<file path="src/rtl/vga_timing_gen_if.sv">
// Raster interface between the VGA timing source and the pixel-path renderers.
// Latency: none (signal bundle only).
// Backpressure: none; the raster is free-running and consumers must keep up.
//
// Signals:
//   hs, vs        sync outputs to the DAC/connector, polarity set by the source
//   blank         1 = visible pixel, 0 = blanking
//   sync          composite sync for the DAC, held low
//   DrawX, DrawY  current raster position, not clamped during blanking
//   line_start    one-cycle pulse at DrawX == 0
//   frame_start   one-cycle pulse at DrawX == 0 && DrawY == 0
//   frame_count   frames started mod 256, present only with FRAME_COUNTER_EN
// Modports: master = timing generator (drives everything), slave = renderer.
interface vga_timing_gen_if;
    logic       hs;
    logic       vs;
    logic       blank;
    logic       sync;
    logic [9:0] DrawX;
    logic [9:0] DrawY;
    logic       line_start;
    logic       frame_start;
`ifdef FRAME_COUNTER_EN
    logic [7:0] frame_count;
`endif

    modport master (
`ifdef FRAME_COUNTER_EN
        output frame_count,
`endif
        output hs, vs, blank, sync, DrawX, DrawY, line_start, frame_start
    );

    modport slave (
`ifdef FRAME_COUNTER_EN
        input frame_count,
`endif
        input hs, vs, blank, sync, DrawX, DrawY, line_start, frame_start
    );
endinterface

</file>
<file path="src/rtl/vga_timing_gen.sv">
// VGA raster timing source: free-running H/V counters, sync, blank and pixel coordinates.
// Latency: every output is a register loaded from the same next (x, y); all outputs are aligned.
// Backpressure: none; consumers sample DrawX/DrawY/blank every pixel clock.
//
// Ports:
//   vga_clk   in   pixel clock, the only clock
//   Reset     in   synchronous active-high reset
//   o_vga     vga_timing_gen_if.master: hs, vs, blank, sync, DrawX, DrawY,
//             line_start, frame_start (+ frame_count when FRAME_COUNTER_EN is defined)
// Optional feature macro: FRAME_COUNTER_EN adds an 8-bit frames-started counter.
// Default mode is 640x480@60 with a 25 MHz pixel clock; both totals must fit 10 bits.
module vga_timing_gen #(
    parameter int H_VISIBLE = 640,
    parameter int H_FP      = 16,
    parameter int H_SYNC    = 96,
    parameter int H_BP      = 48,
    parameter int V_VISIBLE = 480,
    parameter int V_FP      = 10,
    parameter int V_SYNC    = 2,
    parameter int V_BP      = 33,
    parameter bit SYNC_POL  = 1'b0
) (
    input  logic             vga_clk,
    input  logic             Reset,
    vga_timing_gen_if.master o_vga
);

    localparam int H_TOTAL  = H_VISIBLE + H_FP + H_SYNC + H_BP;
    localparam int V_TOTAL  = V_VISIBLE + V_FP + V_SYNC + V_BP;
    localparam int HS_START = H_VISIBLE + H_FP;
    localparam int HS_END   = HS_START + H_SYNC;
    localparam int VS_START = V_VISIBLE + V_FP;
    localparam int VS_END   = VS_START + V_SYNC;

    localparam logic [9:0] H_LAST = 10'(H_TOTAL - 1);
    localparam logic [9:0] V_LAST = 10'(V_TOTAL - 1);

    // Counters and coordinates are 10 bits wide; larger modes cannot be represented.
    generate
        if (H_TOTAL > 1024) begin : g_h_total_too_big
            $error("vga_timing_gen: H_TOTAL %0d exceeds 1024", H_TOTAL);
        end
        if (V_TOTAL > 1024) begin : g_v_total_too_big
            $error("vga_timing_gen: V_TOTAL %0d exceeds 1024", V_TOTAL);
        end
    endgenerate

    // Raster position counters. Reset presets them to the last pixel of the
    // frame so that the first edge after release lands on (0, 0).
    logic [9:0] r_h_cnt;
    logic [9:0] r_v_cnt;

    // Registered outputs.
    logic [9:0] r_draw_x;
    logic [9:0] r_draw_y;
    logic       r_blank;
    logic       r_hs;
    logic       r_vs;
    logic       r_line_start;
    logic       r_frame_start;

    // Next raster position and everything decoded from it.
    logic [9:0] w_h_nxt;
    logic [9:0] w_v_nxt;
    logic [10:0] w_x_ext;
    logic [10:0] w_y_ext;
    logic       w_blank;
    logic       w_hs_act;
    logic       w_vs_act;
    logic       w_line_start;
    logic       w_frame_start;

    always_comb begin
        w_h_nxt = r_h_cnt + 10'd1;
        w_v_nxt = r_v_cnt;
        if (r_h_cnt == H_LAST) begin
            w_h_nxt = 10'd0;
            if (r_v_cnt == V_LAST) begin
                w_v_nxt = 10'd0;
            end else begin
                w_v_nxt = r_v_cnt + 10'd1;
            end
        end
    end

    // Decode from the next position so the strobes line up with the DrawX/DrawY
    // value they describe. Compares are done one bit wider so that a visible or
    // sync boundary equal to 1024 still decodes correctly.
    always_comb begin
        w_x_ext       = {1'b0, w_h_nxt};
        w_y_ext       = {1'b0, w_v_nxt};
        w_blank       = (w_x_ext < 11'(H_VISIBLE)) && (w_y_ext < 11'(V_VISIBLE));
        w_hs_act      = (w_x_ext >= 11'(HS_START)) && (w_x_ext < 11'(HS_END));
        // vs depends on y only, so it covers whole lines including their blanking.
        w_vs_act      = (w_y_ext >= 11'(VS_START)) && (w_y_ext < 11'(VS_END));
        w_line_start  = (w_h_nxt == 10'd0);
        w_frame_start = (w_h_nxt == 10'd0) && (w_v_nxt == 10'd0);
    end

    always_ff @(posedge vga_clk) begin
        if (Reset) begin
            r_h_cnt       <= H_LAST;
            r_v_cnt       <= V_LAST;
            r_draw_x      <= 10'd0;
            r_draw_y      <= 10'd0;
            r_blank       <= 1'b0;
            r_hs          <= ~SYNC_POL;
            r_vs          <= ~SYNC_POL;
            r_line_start  <= 1'b0;
            r_frame_start <= 1'b0;
        end else begin
            r_h_cnt       <= w_h_nxt;
            r_v_cnt       <= w_v_nxt;
            r_draw_x      <= w_h_nxt;
            r_draw_y      <= w_v_nxt;
            r_blank       <= w_blank;
            r_hs          <= w_hs_act ? SYNC_POL : ~SYNC_POL;
            r_vs          <= w_vs_act ? SYNC_POL : ~SYNC_POL;
            r_line_start  <= w_line_start;
            r_frame_start <= w_frame_start;
        end
    end

`ifdef FRAME_COUNTER_EN
    // Counts frame_start loads, so the first frame after reset reads 1.
    logic [7:0] r_frame_cnt;

    always_ff @(posedge vga_clk) begin
        if (Reset) begin
            r_frame_cnt <= 8'd0;
        end else if (w_frame_start) begin
            r_frame_cnt <= r_frame_cnt + 8'd1;
        end
    end

    assign o_vga.frame_count = r_frame_cnt;
`endif

    assign o_vga.DrawX       = r_draw_x;
    assign o_vga.DrawY       = r_draw_y;
    assign o_vga.blank       = r_blank;
    assign o_vga.hs          = r_hs;
    assign o_vga.vs          = r_vs;
    assign o_vga.line_start  = r_line_start;
    assign o_vga.frame_start = r_frame_start;
    // The DAC composite-sync input is unused in this design.
    assign o_vga.sync        = 1'b0;

endmodule

</file>
<file path="src/flat_wrapper.sv">
// flat-port wrapper written by rule: the top's interface ports become plain ports
module vga_timing_gen_flat 
#(
    parameter int H_VISIBLE = 640,
    parameter int H_FP      = 16,
    parameter int H_SYNC    = 96,
    parameter int H_BP      = 48,
    parameter int V_VISIBLE = 480,
    parameter int V_FP      = 10,
    parameter int V_SYNC    = 2,
    parameter int V_BP      = 33,
    parameter bit SYNC_POL  = 1'b0
)
  (vga_clk, Reset, o_vga_hs, o_vga_vs, o_vga_blank, o_vga_sync, o_vga_DrawX, o_vga_DrawY, o_vga_line_start, o_vga_frame_start);
  vga_timing_gen_if o_vga_i ();
  input  logic vga_clk;
  input  logic Reset;
  output wire logic [$bits(o_vga_i.hs)-1:0] o_vga_hs;
  output wire logic [$bits(o_vga_i.vs)-1:0] o_vga_vs;
  output wire logic [$bits(o_vga_i.blank)-1:0] o_vga_blank;
  output wire logic [$bits(o_vga_i.sync)-1:0] o_vga_sync;
  output wire logic [$bits(o_vga_i.DrawX)-1:0] o_vga_DrawX;
  output wire logic [$bits(o_vga_i.DrawY)-1:0] o_vga_DrawY;
  output wire logic [$bits(o_vga_i.line_start)-1:0] o_vga_line_start;
  output wire logic [$bits(o_vga_i.frame_start)-1:0] o_vga_frame_start;
  assign o_vga_hs = o_vga_i.hs;
  assign o_vga_vs = o_vga_i.vs;
  assign o_vga_blank = o_vga_i.blank;
  assign o_vga_sync = o_vga_i.sync;
  assign o_vga_DrawX = o_vga_i.DrawX;
  assign o_vga_DrawY = o_vga_i.DrawY;
  assign o_vga_line_start = o_vga_i.line_start;
  assign o_vga_frame_start = o_vga_i.frame_start;
  vga_timing_gen #(.H_VISIBLE(H_VISIBLE), .H_FP(H_FP), .H_SYNC(H_SYNC), .H_BP(H_BP), .V_VISIBLE(V_VISIBLE), .V_FP(V_FP), .V_SYNC(V_SYNC), .V_BP(V_BP), .SYNC_POL(SYNC_POL)) u_core (.vga_clk(vga_clk), .Reset(Reset), .o_vga(o_vga_i));
endmodule
</file>
<file path="config.mk">
export PLATFORM = sky130hd
export DESIGN_NAME = vga_timing_gen_flat
export DESIGN_NICKNAME = d
export VERILOG_FILES = /design/src/rtl/vga_timing_gen_if.sv /design/src/rtl/vga_timing_gen.sv /design/src/flat_wrapper.sv
export SDC_FILE = /design/constraint.sdc
export NUM_CORES = 1
export LEC_CHECK = 0
export ABC_AREA = 1
export ABC_CLOCK_PERIOD_IN_PS = 4930
export BUFFER_PORTS_ARGS = -buffer_cell sky130_fd_sc_hd__buf_2
export CAP_MARGIN = 5
export CORE_MARGIN = 3
export CORE_UTILIZATION = 60
export DETAILED_ROUTE_END_ITERATION = 16
export PLACE_DENSITY = 0.84
export SLEW_MARGIN = 20
export SYNTH_ARGS = -nofsm -noshare
export SYNTH_HDL_FRONTEND = slang
export SYNTH_SLANG_ARGS = --single-unit
</file>
<file path="constraint.sdc">
create_clock -name vga_clk -period 4.93 [get_ports vga_clk]
set_input_delay 0.493 -clock vga_clk [delete_from_list [all_inputs] [get_ports vga_clk]]
set_output_delay 0.493 -clock vga_clk [all_outputs]
set_load 0.01 [all_outputs]
</file>
==> metrics.txt <==
status=completed; CP delay by family, top=simple AND/OR/NAND/NOR gates; critical path's slowest cell=dfxtp_1; Hold/Removal Path Class=input pin to flop; Max Fanout on Critical Path=14; Die X=60.7 µm; aggregate negative setup slack=0 ns; Setup-failing EPs final=0; most frequent cell on the critical path=nand2_1; average size of a mapped cell=6.60 µm²; final hold slack=0.544 ns; diode count=0; critical path buffer and inverter count=1; Gates resized, CTS repair=0; CP Capture Type=flop; RSZ-0062 raised after global routing=no; Setup crit start=u_core.r_h_cnt[0]; Avg WL per Cell=about 12 µm; Final Slew Violations=0; critical path class=flop to flop; clk_lat worst skew=about 0.33 ns; mapped cell area=1790 µm²; reg2reg end=u_core.o_vga.vs; CTS Hold Bufs=0; largest net degree at the start of global routing=21; Fin. Hold Viols=0; PortBufs=26; clk slew on worst S/H paths=0.11 ns; clk sinks=35; leakage=0.00104 µW; post-synth top area share=around two fifths; Post-DP HPWL=2830 µm; Worst Path Required=5.14 ns; Area Overhead vs Synth=6.28%; GPL Wtd Cong=0.975; # rows=19; Cell Chain, Critical Path=ha_1 > nand2_2 > nor2_4 > nand3_4 > inv_1 > nand2_1 > nand2_1 > nand2_1 > nor3_1 > nand3b_1; first-pass GRT wire length=6040 µm; Final ANT Viol Nets=0; Syn Nets=277; Crit path depth=10; number of global-route vias before repair=~1.3k; Post-synth EDFFs=0; TritonRoute pass-1 iters=4; register area share after synthesis=39.1%; Reg-to-Reg Start=u_core.r_h_cnt[0]; cell count after synthesis=272; FMAX=roughly 480 MHz; crit path DAT=between 2 and 2.5 ns; # fillers=around 260; Post-CTS Setup Inserts=0; Fin Clk Skew=0.0132 ns; Ports=28; top post-synthesis cells by count=nand2_1, nor2_1, inv_1; YS warnings=0; final WL=3800 µm; Synth area leader=dfxtp_1; most frequent cell after synthesis=nand2_1; Worst setup SP type=flop; asr flop ratio synth=0%; Core ar.=2810 µm²; die area=3680 µm²; Setup crit end=u_core.o_vga.vs; Cell variety after synth=25; power density over the cells=628 nW/µm²; R2R Setup Slk=between 2 and 3 ns; CTS Buf Count=5; Yosys reg bits=35; Tot GR Track Use=22.2%; Final Cycle Share=42.0%; Overall Power=around 1200 µW; # nets final=294; clock period minus final worst setup slack=2.07 ns; Starting Density=approximately 64%; GR Overflow Total=0; Die H=around 61 µm; H-Tree Depth=2; Synth area leaders=dfxtp_1, nand2_1, nor2_1; Critical Path Max Stage Delay=0.44 ns; Clock Tree Buf Depth=2; Post-DP Area=1850 µm²; initial antenna violation count=0; Layout Utilization=about 70%; TritonCTS clock tree=built; final instance area=1910 µm²; Via density=a little over 5; worst r2r path cells=10; layout cells sized above 1=14.1%; Peak VDD IR=roughly 360 µV; maxcap violations=0; initial DRC count=83; Primary FF master, synth=dfxtp_1; CTS Root Cell=clkbuf_4; vias post-DR=1642; drt drc=0; hold_sp=Reset
-- metrics by stage --
step                worst slack [ns]  instances
finish                          2.86        321
global placement                3.00        313
detailed placement              2.93        313
floorplan                       3.31        272
global route                    2.71        321
CTS                             2.91        321
-- where the power goes --
part           internal (µW)  total (µW)  switching, µW  leakage [µW]
Clock                   55.0         151           95.5     0.0000282
Combinational            196         604            408      0.000723
Sequential               373         443           69.6      0.000288
Total                    624        1200            574       0.00104
-- cell families after synthesis --
kind of cell    count (synthesis)  synth area share (%)
buf+inv                        54                  14.1
simple gates                  172                  42.1
xor+xnor                        1                 0.488
other cells                     1                 0.209
flops                          35                  39.1
fa+ha+maj                       3                  2.09
compound gates                  6                  1.95
-- worst register-to-register path, cell delays in order, from the launching register on --
cell and delay [ns]:
dfxtp_1 0.44, ha_1 0.23, nand2_2 0.10, nor2_4 0.17
nand3_4 0.20, inv_1 0.20, nand2_1 0.07, nand2_1 0.13
nand2_1 0.07, nor3_1 0.23, nand3b_1 0.10
-- final cells by class --
type                    count  area (µm²)  area share, %
multi-input cells         183         841           44.1
flip-flops and latches     35         701           36.7
clock inverters             2        12.5          0.656
clock buffers               6        41.3           2.17
repair buffers             26         130           6.82
inverters                  38         143           7.48
well taps                  31        38.8           2.03
-- cells in the final DEF, fill, tap and decap left out, types with 2 or more instances in the layout --
master    count
o21bai_1      2
nand2_2       2
buf_2        26
ha_1          3
nand3_1      17
dfxtp_1      35
o21ai_0       4
inv_1        38
nor3_1        5
clkbuf_4      5
nor2_1       50
nand4_1       9
nand2_1      81
nand3_2       2
-- how the worst min path moves through the flow --
stage                                       end  depth (start not counted)
after floorplan           u_core.o_vga.DrawX[0]                          1
after global placement        u_core.r_h_cnt[0]                          1
after detailed placement      u_core.r_h_cnt[0]                          1
after CTS                 u_core.o_vga.DrawY[0]                          2
after global routing      u_core.o_vga.DrawY[0]                          2
final                     u_core.o_vga.DrawX[2]                          2
-- sequential cells by signal, indices dropped and copies added (netlist names) --
register / cells
u_core.o_vga.DrawX: 10
u_core.o_vga.frame_start: 1
u_core.o_vga.DrawY: 10
u_core.o_vga.hs: 1
u_core.o_vga.line_start: 1
u_core.r_h_cnt: 7
u_core.r_v_cnt: 3
u_core.o_vga.blank: 1
u_core.o_vga.vs: 1
-- per-layer routing --
metal / up-vias / wire length, µm / track usage [%]
li1: 860 / - / -
met4: 0 / 33 / 6.50
met1: 729 / 1930 / 32.8
met3: 5 / 258 / 6.17
met5: - / 0 / 0
met2: 48 / 1580 / 31.3
No activity file was read; power rests on OpenSTA's default activity.
